==> src/rtl/ldpc_layer_scheduler_pkg.sv <==
// Shared constants, state encoding and base-matrix table accessors for the
// layered min-sum decoder scheduler.
package ldpc_layer_scheduler_pkg;

    localparam int NUM_COLS    = 16;
    localparam int NUM_LAYERS  = 8;
    localparam int WIDTH_Z     = 6;
    localparam int WIDTH_LAYER = 3;
    localparam int WIDTH_COL   = 4;
    localparam int WIDTH_ITER  = 5;

    localparam int ROT_BITS = WIDTH_Z * NUM_LAYERS * NUM_COLS;
    localparam int FIC_BITS = 2 * NUM_LAYERS * NUM_COLS;

    // An all-ones rotation marks an empty circulant.
    localparam logic [WIDTH_Z-1:0]     ROT_EMPTY    = {WIDTH_Z{1'b1}};
    localparam logic [NUM_COLS-1:0]    COL_ONE      = {{(NUM_COLS-1){1'b0}}, 1'b1};
    localparam logic [WIDTH_ITER-1:0]  ITER_ONE     = 5'd1;
    localparam logic [WIDTH_LAYER:0]   LAYERS_MAX_V = 4'd8;

    // first_in_col encodings
    localparam logic [1:0] FIC_FIRST  = 2'b01;
    localparam logic [1:0] FIC_LATER  = 2'b00;
    localparam logic [1:0] FIC_UNUSED = 2'b11;

    typedef enum logic [2:0] {
        ST_IDLE  = 3'd0,
        ST_LOAD  = 3'd1,
        ST_SCAN  = 3'd2,
        ST_DRAIN = 3'd3,
        ST_CHECK = 3'd4,
        ST_DONE  = 3'd5
    } state_e;

    function automatic logic [WIDTH_Z-1:0] rot_at(
        input logic [ROT_BITS-1:0]    tbl,
        input logic [WIDTH_LAYER-1:0] l,
        input logic [WIDTH_COL-1:0]   c
    );
        return tbl[(int'(l) * NUM_COLS + int'(c)) * WIDTH_Z +: WIDTH_Z];
    endfunction

    function automatic logic [1:0] fic_at(
        input logic [FIC_BITS-1:0]    tbl,
        input logic [WIDTH_LAYER-1:0] l,
        input logic [WIDTH_COL-1:0]   c
    );
        return tbl[(int'(l) * NUM_COLS + int'(c)) * 2 +: 2];
    endfunction

    // One bit per column: set where the layer holds a non-empty circulant.
    function automatic logic [NUM_COLS-1:0] layer_mask(
        input logic [ROT_BITS-1:0]    tbl,
        input logic [WIDTH_LAYER-1:0] l
    );
        logic [NUM_COLS-1:0] m;
        m = '0;
        for (int c = 0; c < NUM_COLS; c++) begin
            m[c] = (tbl[(int'(l) * NUM_COLS + c) * WIDTH_Z +: WIDTH_Z] != ROT_EMPTY);
        end
        return m;
    endfunction

    function automatic logic [WIDTH_LAYER:0] clamp_layers(input logic [WIDTH_LAYER:0] n);
        return (n > LAYERS_MAX_V) ? LAYERS_MAX_V : n;
    endfunction

endpackage

==> src/rtl/ldpc_col_picker.sv <==
// Lowest-set-bit priority encoder over the per-layer column mask.
module ldpc_col_picker
    import ldpc_layer_scheduler_pkg::*;
(
    input  logic [NUM_COLS-1:0]  mask,
    output logic [WIDTH_COL-1:0] idx,
    output logic [NUM_COLS-1:0]  onehot,
    output logic                 any,
    output logic                 single
);

    // Scan from the top so the lowest set bit wins.
    always_comb begin
        idx = '0;
        for (int i = NUM_COLS - 1; i >= 0; i--) begin
            idx = mask[i] ? WIDTH_COL'(i) : idx;
        end
    end

    assign onehot = mask & (~mask + COL_ONE);
    assign any    = |mask;
    assign single = any && ((mask & (mask - COL_ONE)) == '0);

endmodule

==> src/rtl/ldpc_layer_scheduler.sv <==
// Layer/column sequencer for the layered min-sum LDPC decoder. All outputs
// are registered; the next command is computed from the next-cycle mask so
// back-to-back handshakes proceed without bubbles.
module ldpc_layer_scheduler
    import ldpc_layer_scheduler_pkg::*;
(
    input  logic                   clk,
    input  logic                   rst_n,
    input  logic                   start,
    input  logic                   abort,
    input  logic [WIDTH_ITER-1:0]  max_iter,
    input  logic [WIDTH_LAYER:0]   num_layers,
    input  logic [ROT_BITS-1:0]    idx_rot,
    input  logic [FIC_BITS-1:0]    first_in_col,
    output logic                   col_valid,
    input  logic                   col_ready,
    output logic [WIDTH_LAYER-1:0] col_layer,
    output logic [WIDTH_COL-1:0]   col_idx,
    output logic [WIDTH_Z-1:0]     col_rot,
    output logic                   col_first,
    output logic                   col_last,
    input  logic                   layer_done,
    input  logic                   parity_ok,
    output logic [WIDTH_ITER-1:0]  iter_cnt,
    output logic                   busy,
    output logic                   done,
    output logic                   converged
);

    state_e                 state_q, state_d;
    logic [WIDTH_LAYER-1:0] layer_q, layer_d;
    logic [NUM_COLS-1:0]    mask_q, mask_d;
    logic [WIDTH_ITER-1:0]  iter_q, iter_d;
    logic [WIDTH_ITER-1:0]  max_q, max_d;
    logic [WIDTH_LAYER:0]   nl_q, nl_d;
    logic [ROT_BITS-1:0]    rot_tbl_q, rot_tbl_d;
    logic [FIC_BITS-1:0]    fic_tbl_q, fic_tbl_d;
    logic                   conv_q, conv_d;
    logic                   done_q, done_d;
    logic                   busy_q, busy_d;
    logic                   col_valid_q, col_valid_d;
    logic [WIDTH_COL-1:0]   col_idx_q, col_idx_d;
    logic [NUM_COLS-1:0]    col_oh_q, col_oh_d;
    logic [WIDTH_Z-1:0]     col_rot_q, col_rot_d;
    logic                   col_first_q, col_first_d;
    logic                   col_last_q, col_last_d;

    logic [WIDTH_COL-1:0]   pick_idx_s;
    logic [NUM_COLS-1:0]    pick_oh_s;
    logic                   pick_any_s;
    logic                   pick_single_s;
    logic                   last_layer_s;
    logic [WIDTH_ITER-1:0]  iter_inc_s;
    logic [WIDTH_LAYER:0]   nl_clamp_s;

    // The picker looks at the mask as it will be next cycle.
    ldpc_col_picker u_picker (
        .mask   (mask_d),
        .idx    (pick_idx_s),
        .onehot (pick_oh_s),
        .any    (pick_any_s),
        .single (pick_single_s)
    );

    assign last_layer_s = (({1'b0, layer_q} + 4'd1) >= nl_q);
    assign iter_inc_s   = (iter_q < max_q) ? (iter_q + ITER_ONE) : iter_q;
    assign nl_clamp_s   = clamp_layers(num_layers);

    // Next-state, layer/mask sequencing, iteration and result bookkeeping.
    always_comb begin
        state_d   = state_q;
        layer_d   = layer_q;
        mask_d    = mask_q;
        iter_d    = iter_q;
        max_d     = max_q;
        nl_d      = nl_q;
        rot_tbl_d = rot_tbl_q;
        fic_tbl_d = fic_tbl_q;
        conv_d    = conv_q;
        case (state_q)
            ST_IDLE: begin
                if (start) begin
                    state_d = ST_LOAD;
                end else begin
                    state_d = ST_IDLE;
                end
            end
            ST_LOAD: begin
                rot_tbl_d = idx_rot;
                fic_tbl_d = first_in_col;
                nl_d      = nl_clamp_s;
                max_d     = (max_iter == 5'd0) ? ITER_ONE : max_iter;
                iter_d    = '0;
                layer_d   = '0;
                conv_d    = 1'b0;
                if (nl_clamp_s == 4'd0) begin
                    mask_d  = '0;
                    state_d = ST_DONE;
                end else begin
                    mask_d  = layer_mask(idx_rot, 3'd0);
                    state_d = ST_SCAN;
                end
            end
            ST_SCAN: begin
                if (mask_q == '0) begin
                    // Empty layer: move on without waiting for writeback.
                    if (last_layer_s) begin
                        state_d = ST_CHECK;
                    end else begin
                        layer_d = layer_q + 3'd1;
                        mask_d  = layer_mask(rot_tbl_q, layer_q + 3'd1);
                        state_d = ST_SCAN;
                    end
                end else if (col_valid_q && col_ready) begin
                    mask_d = mask_q & ~col_oh_q;
                    if (col_last_q) begin
                        state_d = ST_DRAIN;
                    end else begin
                        state_d = ST_SCAN;
                    end
                end else begin
                    state_d = ST_SCAN;
                end
            end
            ST_DRAIN: begin
                if (!layer_done) begin
                    state_d = ST_DRAIN;
                end else if (last_layer_s) begin
                    state_d = ST_CHECK;
                end else begin
                    layer_d = layer_q + 3'd1;
                    mask_d  = layer_mask(rot_tbl_q, layer_q + 3'd1);
                    state_d = ST_SCAN;
                end
            end
            ST_CHECK: begin
                iter_d = iter_inc_s;
                if (parity_ok) begin
                    conv_d  = 1'b1;
                    state_d = ST_DONE;
                end else if (iter_inc_s == max_q) begin
                    state_d = ST_DONE;
                end else begin
                    layer_d = '0;
                    mask_d  = layer_mask(rot_tbl_q, 3'd0);
                    state_d = ST_SCAN;
                end
            end
            ST_DONE: begin
                state_d = ST_IDLE;
            end
            default: begin
                mask_d  = '0;
                state_d = ST_IDLE;
            end
        endcase
        // Abort overrides everything decided above.
        if (abort && (state_q != ST_IDLE)) begin
            state_d = ST_IDLE;
            mask_d  = '0;
            conv_d  = 1'b0;
        end else begin
            state_d = state_d;
        end
    end

    // Registered command/status outputs; command fields hold while no column is offered.
    always_comb begin
        col_valid_d = (state_d == ST_SCAN) && pick_any_s;
        done_d      = (state_d == ST_DONE);
        busy_d      = (state_d != ST_IDLE);
        if (col_valid_d) begin
            col_idx_d   = pick_idx_s;
            col_oh_d    = pick_oh_s;
            col_rot_d   = rot_at(rot_tbl_d, layer_d, pick_idx_s);
            col_first_d = (fic_at(fic_tbl_d, layer_d, pick_idx_s) == FIC_FIRST) && (iter_d == 5'd0);
            col_last_d  = pick_single_s;
        end else begin
            col_idx_d   = col_idx_q;
            col_oh_d    = col_oh_q;
            col_rot_d   = col_rot_q;
            col_first_d = col_first_q;
            col_last_d  = col_last_q;
        end
    end

    // State and datapath registers with asynchronous active-low reset.
    always_ff @(posedge clk or negedge rst_n) begin
        if (!rst_n) begin
            state_q     <= ST_IDLE;
            layer_q     <= '0;
            mask_q      <= '0;
            iter_q      <= '0;
            max_q       <= '0;
            nl_q        <= '0;
            rot_tbl_q   <= '0;
            fic_tbl_q   <= '0;
            conv_q      <= 1'b0;
            done_q      <= 1'b0;
            busy_q      <= 1'b0;
            col_valid_q <= 1'b0;
            col_idx_q   <= '0;
            col_oh_q    <= '0;
            col_rot_q   <= '0;
            col_first_q <= 1'b0;
            col_last_q  <= 1'b0;
        end else begin
            state_q     <= state_d;
            layer_q     <= layer_d;
            mask_q      <= mask_d;
            iter_q      <= iter_d;
            max_q       <= max_d;
            nl_q        <= nl_d;
            rot_tbl_q   <= rot_tbl_d;
            fic_tbl_q   <= fic_tbl_d;
            conv_q      <= conv_d;
            done_q      <= done_d;
            busy_q      <= busy_d;
            col_valid_q <= col_valid_d;
            col_idx_q   <= col_idx_d;
            col_oh_q    <= col_oh_d;
            col_rot_q   <= col_rot_d;
            col_first_q <= col_first_d;
            col_last_q  <= col_last_d;
        end
    end

    assign col_valid = col_valid_q;
    assign col_layer = layer_q;
    assign col_idx   = col_idx_q;
    assign col_rot   = col_rot_q;
    assign col_first = col_first_q;
    assign col_last  = col_last_q;
    assign iter_cnt  = iter_q;
    assign busy      = busy_q;
    assign done      = done_q;
    assign converged = conv_q;

endmodule

==> config.mk <==
export PLATFORM = sky130hd
export DESIGN_NAME = ldpc_layer_scheduler
export DESIGN_NICKNAME = d
export VERILOG_FILES = /design/src/rtl/ldpc_layer_scheduler_pkg.sv /design/src/rtl/ldpc_col_picker.sv /design/src/rtl/ldpc_layer_scheduler.sv
export SDC_FILE = /design/constraint.sdc
export NUM_CORES = 2
export LEC_CHECK = 0
export CAP_MARGIN = 40
export CORE_AREA = 2 2 420 422
export DETAILED_ROUTE_END_ITERATION = 10
export DIE_AREA = 0 0 422 424
export MAX_ROUTING_LAYER = met4
export PLACE_DENSITY = 0.58
export SLEW_MARGIN = 15
export SYNTH_ARGS = -nofsm -noshare
export SYNTH_HDL_FRONTEND = slang
export SYNTH_SLANG_ARGS = --single-unit
==> constraint.sdc <==
create_clock -name clk -period 11.54 [get_ports clk]
set_input_delay 3.462 -clock clk [delete_from_list [all_inputs] [get_ports clk]]
set_output_delay 3.462 -clock clk [all_outputs]
set_load 0.02 [all_outputs]
==> results by group <==
Outcome
  – Status: complete, no violations

Die
  – Die area: 0.179 mm²
  – Die H: approximately 420 µm
  – Row cnt: around 150
  – Die width: roughly 420 µm
  – Total core area: approximately 0.17 mm²
  – Initial Util: between 30 and 40%
  – IO Pins: between 1,000 and 1,500

STA
  – Setup_tns: 0 ps
  – Final hold violation count: 0
  – Max Slew Vio Count: 0
  – Slew @ Worst Pin: ~1100 ps
  – Fmax: between 0.09 and 0.1 GHz
  – Slew margin rel.: between 20% and 30%
  – Final setup vio count: 0
  – Setup WS post-layout: between 1000 and 1500 ps
  – RSZ-0062 raised after global routing: no
  – Final min period: approximately 10,000 ps
  – Fin crit share: between 80% and 90%
  – Worst Skew: 41.1 ps

Worst setup path
  – CP Class: input port to flip-flop
  – Crit end category: flip-flop
  – Worst setup SP type: input port
  – Reg2reg end: col_rot[0]
  – Worst reg-to-reg setup slack: about 2200 ps
  – R2r worst-path depth: 28
  – Crit path max fanout: 26
  – FF-to-FF Start: col_layer[1]
  – CP required: about 12,000 ps
  – Crit path arrival time: 11,060 ps

Clocking
  – Clock latency on the worst-skew pair: between 800 and 900 ps
  – TritonCTS clock tree: built
  – CTS Buf Count: about 130
  – CTS Sinks: ~1,100
  – H-tree lvl count: 4
  – Post-CTS setup buffer count: 0
  – CTS-repair resized insts: 0
  – Clock root cell: clkbuf_16
  – # hold bufs at CTS: 0
  – Register clock-pin slew on the reported worst setup and hold paths: 70 ps
  – Max Root-Sink Buffers: 3

Detailed routing
  – Via/cell ratio: between 6 and 7
  – Total wire length: between 300,000 and 400,000 µm
  – Via count: approximately 62,000
  – Post-route DRC: 0
  – Post-DRT Antenna Nets: 0
  – DRT Pass-1 Iters: 7
  – Drt first-iter violations: slightly above 7,000
  – DR WL/cell: 36.2 µm

Layout
  – Area Growth Syn to Fin: 29.3%
  – Total Nets Final: between 8,000 and 9,000
  – Proportion of layout cells with a drive suffix above 1: about an eighth

Synth
  – Synthesized area per cell: just under 10 µm²
  – Post-synth ARST share: 100%
  – Mapped Cells: 6,773
  – Ys flop type: dfrtp_1
  – Syn Nets: just under 8,000
  – Sequential-to-total area share from yosys stat: a little over two fifths
  – Mapped Area: about 0.065 mm²
  – Seq cells post-synth: approximately 1,100
  – Yosys warns: 0
  – Distinct cells, synth: between 100 and 150
  – Number of flops mapped to enable cells by yosys: 0

GRT
  – First-pass GRT wire length: around 500,000 µm
  – Initial antenna violation count: 46
  – Tot GR Track Use: a little over two fifths
  – Total grt overflow: 0
  – Number of global-route vias before repair: 62,500
  – Largest net degree at the start of global routing: approximately 150

Placed design
  – Gpl congestion: roughly 1.1
  – Port bufs: between 1,000 and 1,500
  – Dpl hpwl: roughly 300,000 µm
  – Placement Setup Slack: about 470 ps

Hold path
  – Hold EP: fic_tbl_q[195]
  – Worst Hold Class: flip-flop to flip-flop
  – Hold path start: fic_tbl_q[195]
  – Hold Crit Depth: 2

Job
  – Maximum Capacitance Violations: 0
==> cell usage after synthesis (14+ instances only) <==
master | count | area (µm²)
a22oi_1 | 35 | 263
nand2_1 | 1385 | 5200
o31ai_1 | 34 | 255
o22ai_1 | 37 | 231
mux4_2 | 345 | 7770
o211ai_1 | 58 | 435
nand2b_1 | 105 | 657
buf_6 | 16 | 180
and3_1 | 17 | 106
a211oi_1 | 29 | 218
and4_1 | 42 | 368
o221ai_1 | 27 | 236
buf_4 | 14 | 105
nor4_1 | 31 | 194
a31oi_1 | 42 | 263
inv_1 | 739 | 2770
mux2i_1 | 809 | 8100
nand4_1 | 164 | 1030
ha_1 | 22 | 275
buf_1 | 127 | 477
o2111ai_1 | 20 | 175
nor2_1 | 207 | 777
o311ai_0 | 21 | 184
a21oi_1 | 426 | 2130
o21ai_0 | 160 | 801
clkbuf_1 | 228 | 856
mux2_2 | 36 | 405
nand3_1 | 88 | 440
nor3_1 | 78 | 390
dfrtp_1 | 1092 | 27300
buf_2 | 53 | 265
==> through the flow <==
stage	cells	utilization, %	hold WS [ps]	instance area (µm²)
floorplan	6773	-	433	65500
global placement	9966	45.4	444	79400
detailed placement	10000	45.7	450	79900
CTS	10300	48.2	465	84400
global route	10300	48.4	480	84600
finish	10300	48.4	465	84700
==> logic make-up after synthesis <==
logic type | count (synthesis) | share of synthesized area [%]
and+or+nand+nor | 2182 | 14.7
adders and majority gates | 25 | 0.482
AOI/OAI and AO/OA | 1079 | 10.6
DFF | 1092 | 41.7
muxes | 1193 | 24.9
buffers and inverters | 1189 | 7.36
xor gates and xnor gates | 13 | 0.185
==> area by class of cell <==
| cell class | count | area, µm² |
|---|---|---|
| Fill cell | 16800 | 90300 |
| Multi-Input combinational cell | 4492 | 33600 |
| Sequential cell | 1092 | 27300 |
| Timing Repair Buffer | 1358 | 13400 |
| Clock buffer | 195 | 3990 |
| Tap cell | 2340 | 2930 |
| Inverter | 744 | 2830 |
| Clock inverter | 48 | 513 |
| Antenna cell | 36 | 90.1 |
==> sequential cells by signal (all words and copies together) (netlist names), 3 cells and up <==
signal	cells
iter_cnt	5
col_oh_q	16
mask_q	16
col_idx	4
state_q	3
nl_q	4
fic_tbl_q	256
col_layer	3
max_q	5
col_rot	6
rot_tbl_q	768
==> routing by layer <==
layer  GRT usage, %  wire length (µm)  vias up
met5              -                 0        -
met4           29.7             31700        0
met3           8.04             27800      991
met2           65.3            174000     3578
met1           48.9            140000    31600
li1               -                 -    26000
==> worst max path at each step <==
stage	startpoint	end	slack (ps)	cells past startpoint
3_5_place_dp	num_layers[0]	col_rot[0]	470	26
2_1_floorplan	num_layers[0]	col_rot[4]	1080	33
6_report	num_layers[0]	col_rot[0]	1160	27
4_1_cts	num_layers[0]	col_rot[0]	1310	26
5_1_grt	num_layers[0]	col_rot[0]	920	26
3_3_place_gp	num_layers[0]	col_rot[0]	160	25
==> worst max-delay path, stage by stage <==
cell and delay (ps):
clkdlybuf4s50_1 430, nor4_1 570, buf_2 270, nor2_1 170, o21ai_0 180, o21ai_0 100
o21bai_1 220, o31a_1 420, a2111o_1 390, a311oi_1 520, o21ai_4 140, inv_1 150
buf_4 180, ha_4 150, ha_4 130, inv_1 60, fa_4 920, inv_6 150
buf_12 230, buf_4 210, nor2_1 490, a222oi_1 200, a32oi_1 270, o311a_1 210
o2111ai_1 120, a31oi_1 450, o22ai_1 170
==> cell usage in the layout, fill, tap and decap left out, types with 58 or more instances in the layout <==
cell type        count
nor3_1              73
clkdlybuf4s50_1   1062
nand2_1           1383
dfrtp_1           1091
inv_1              736
buf_4              238
nand2b_1           105
mux2i_1            809
mux4_2             345
clkbuf_16          139
nand4_1            164
nor2_1             206
a21oi_1            426
o211ai_1            58
o21ai_0            157
nand3_1             88
Power is not shown: default switching activity piles up to over one toggle a cycle in this logic, so the estimate is an artifact.
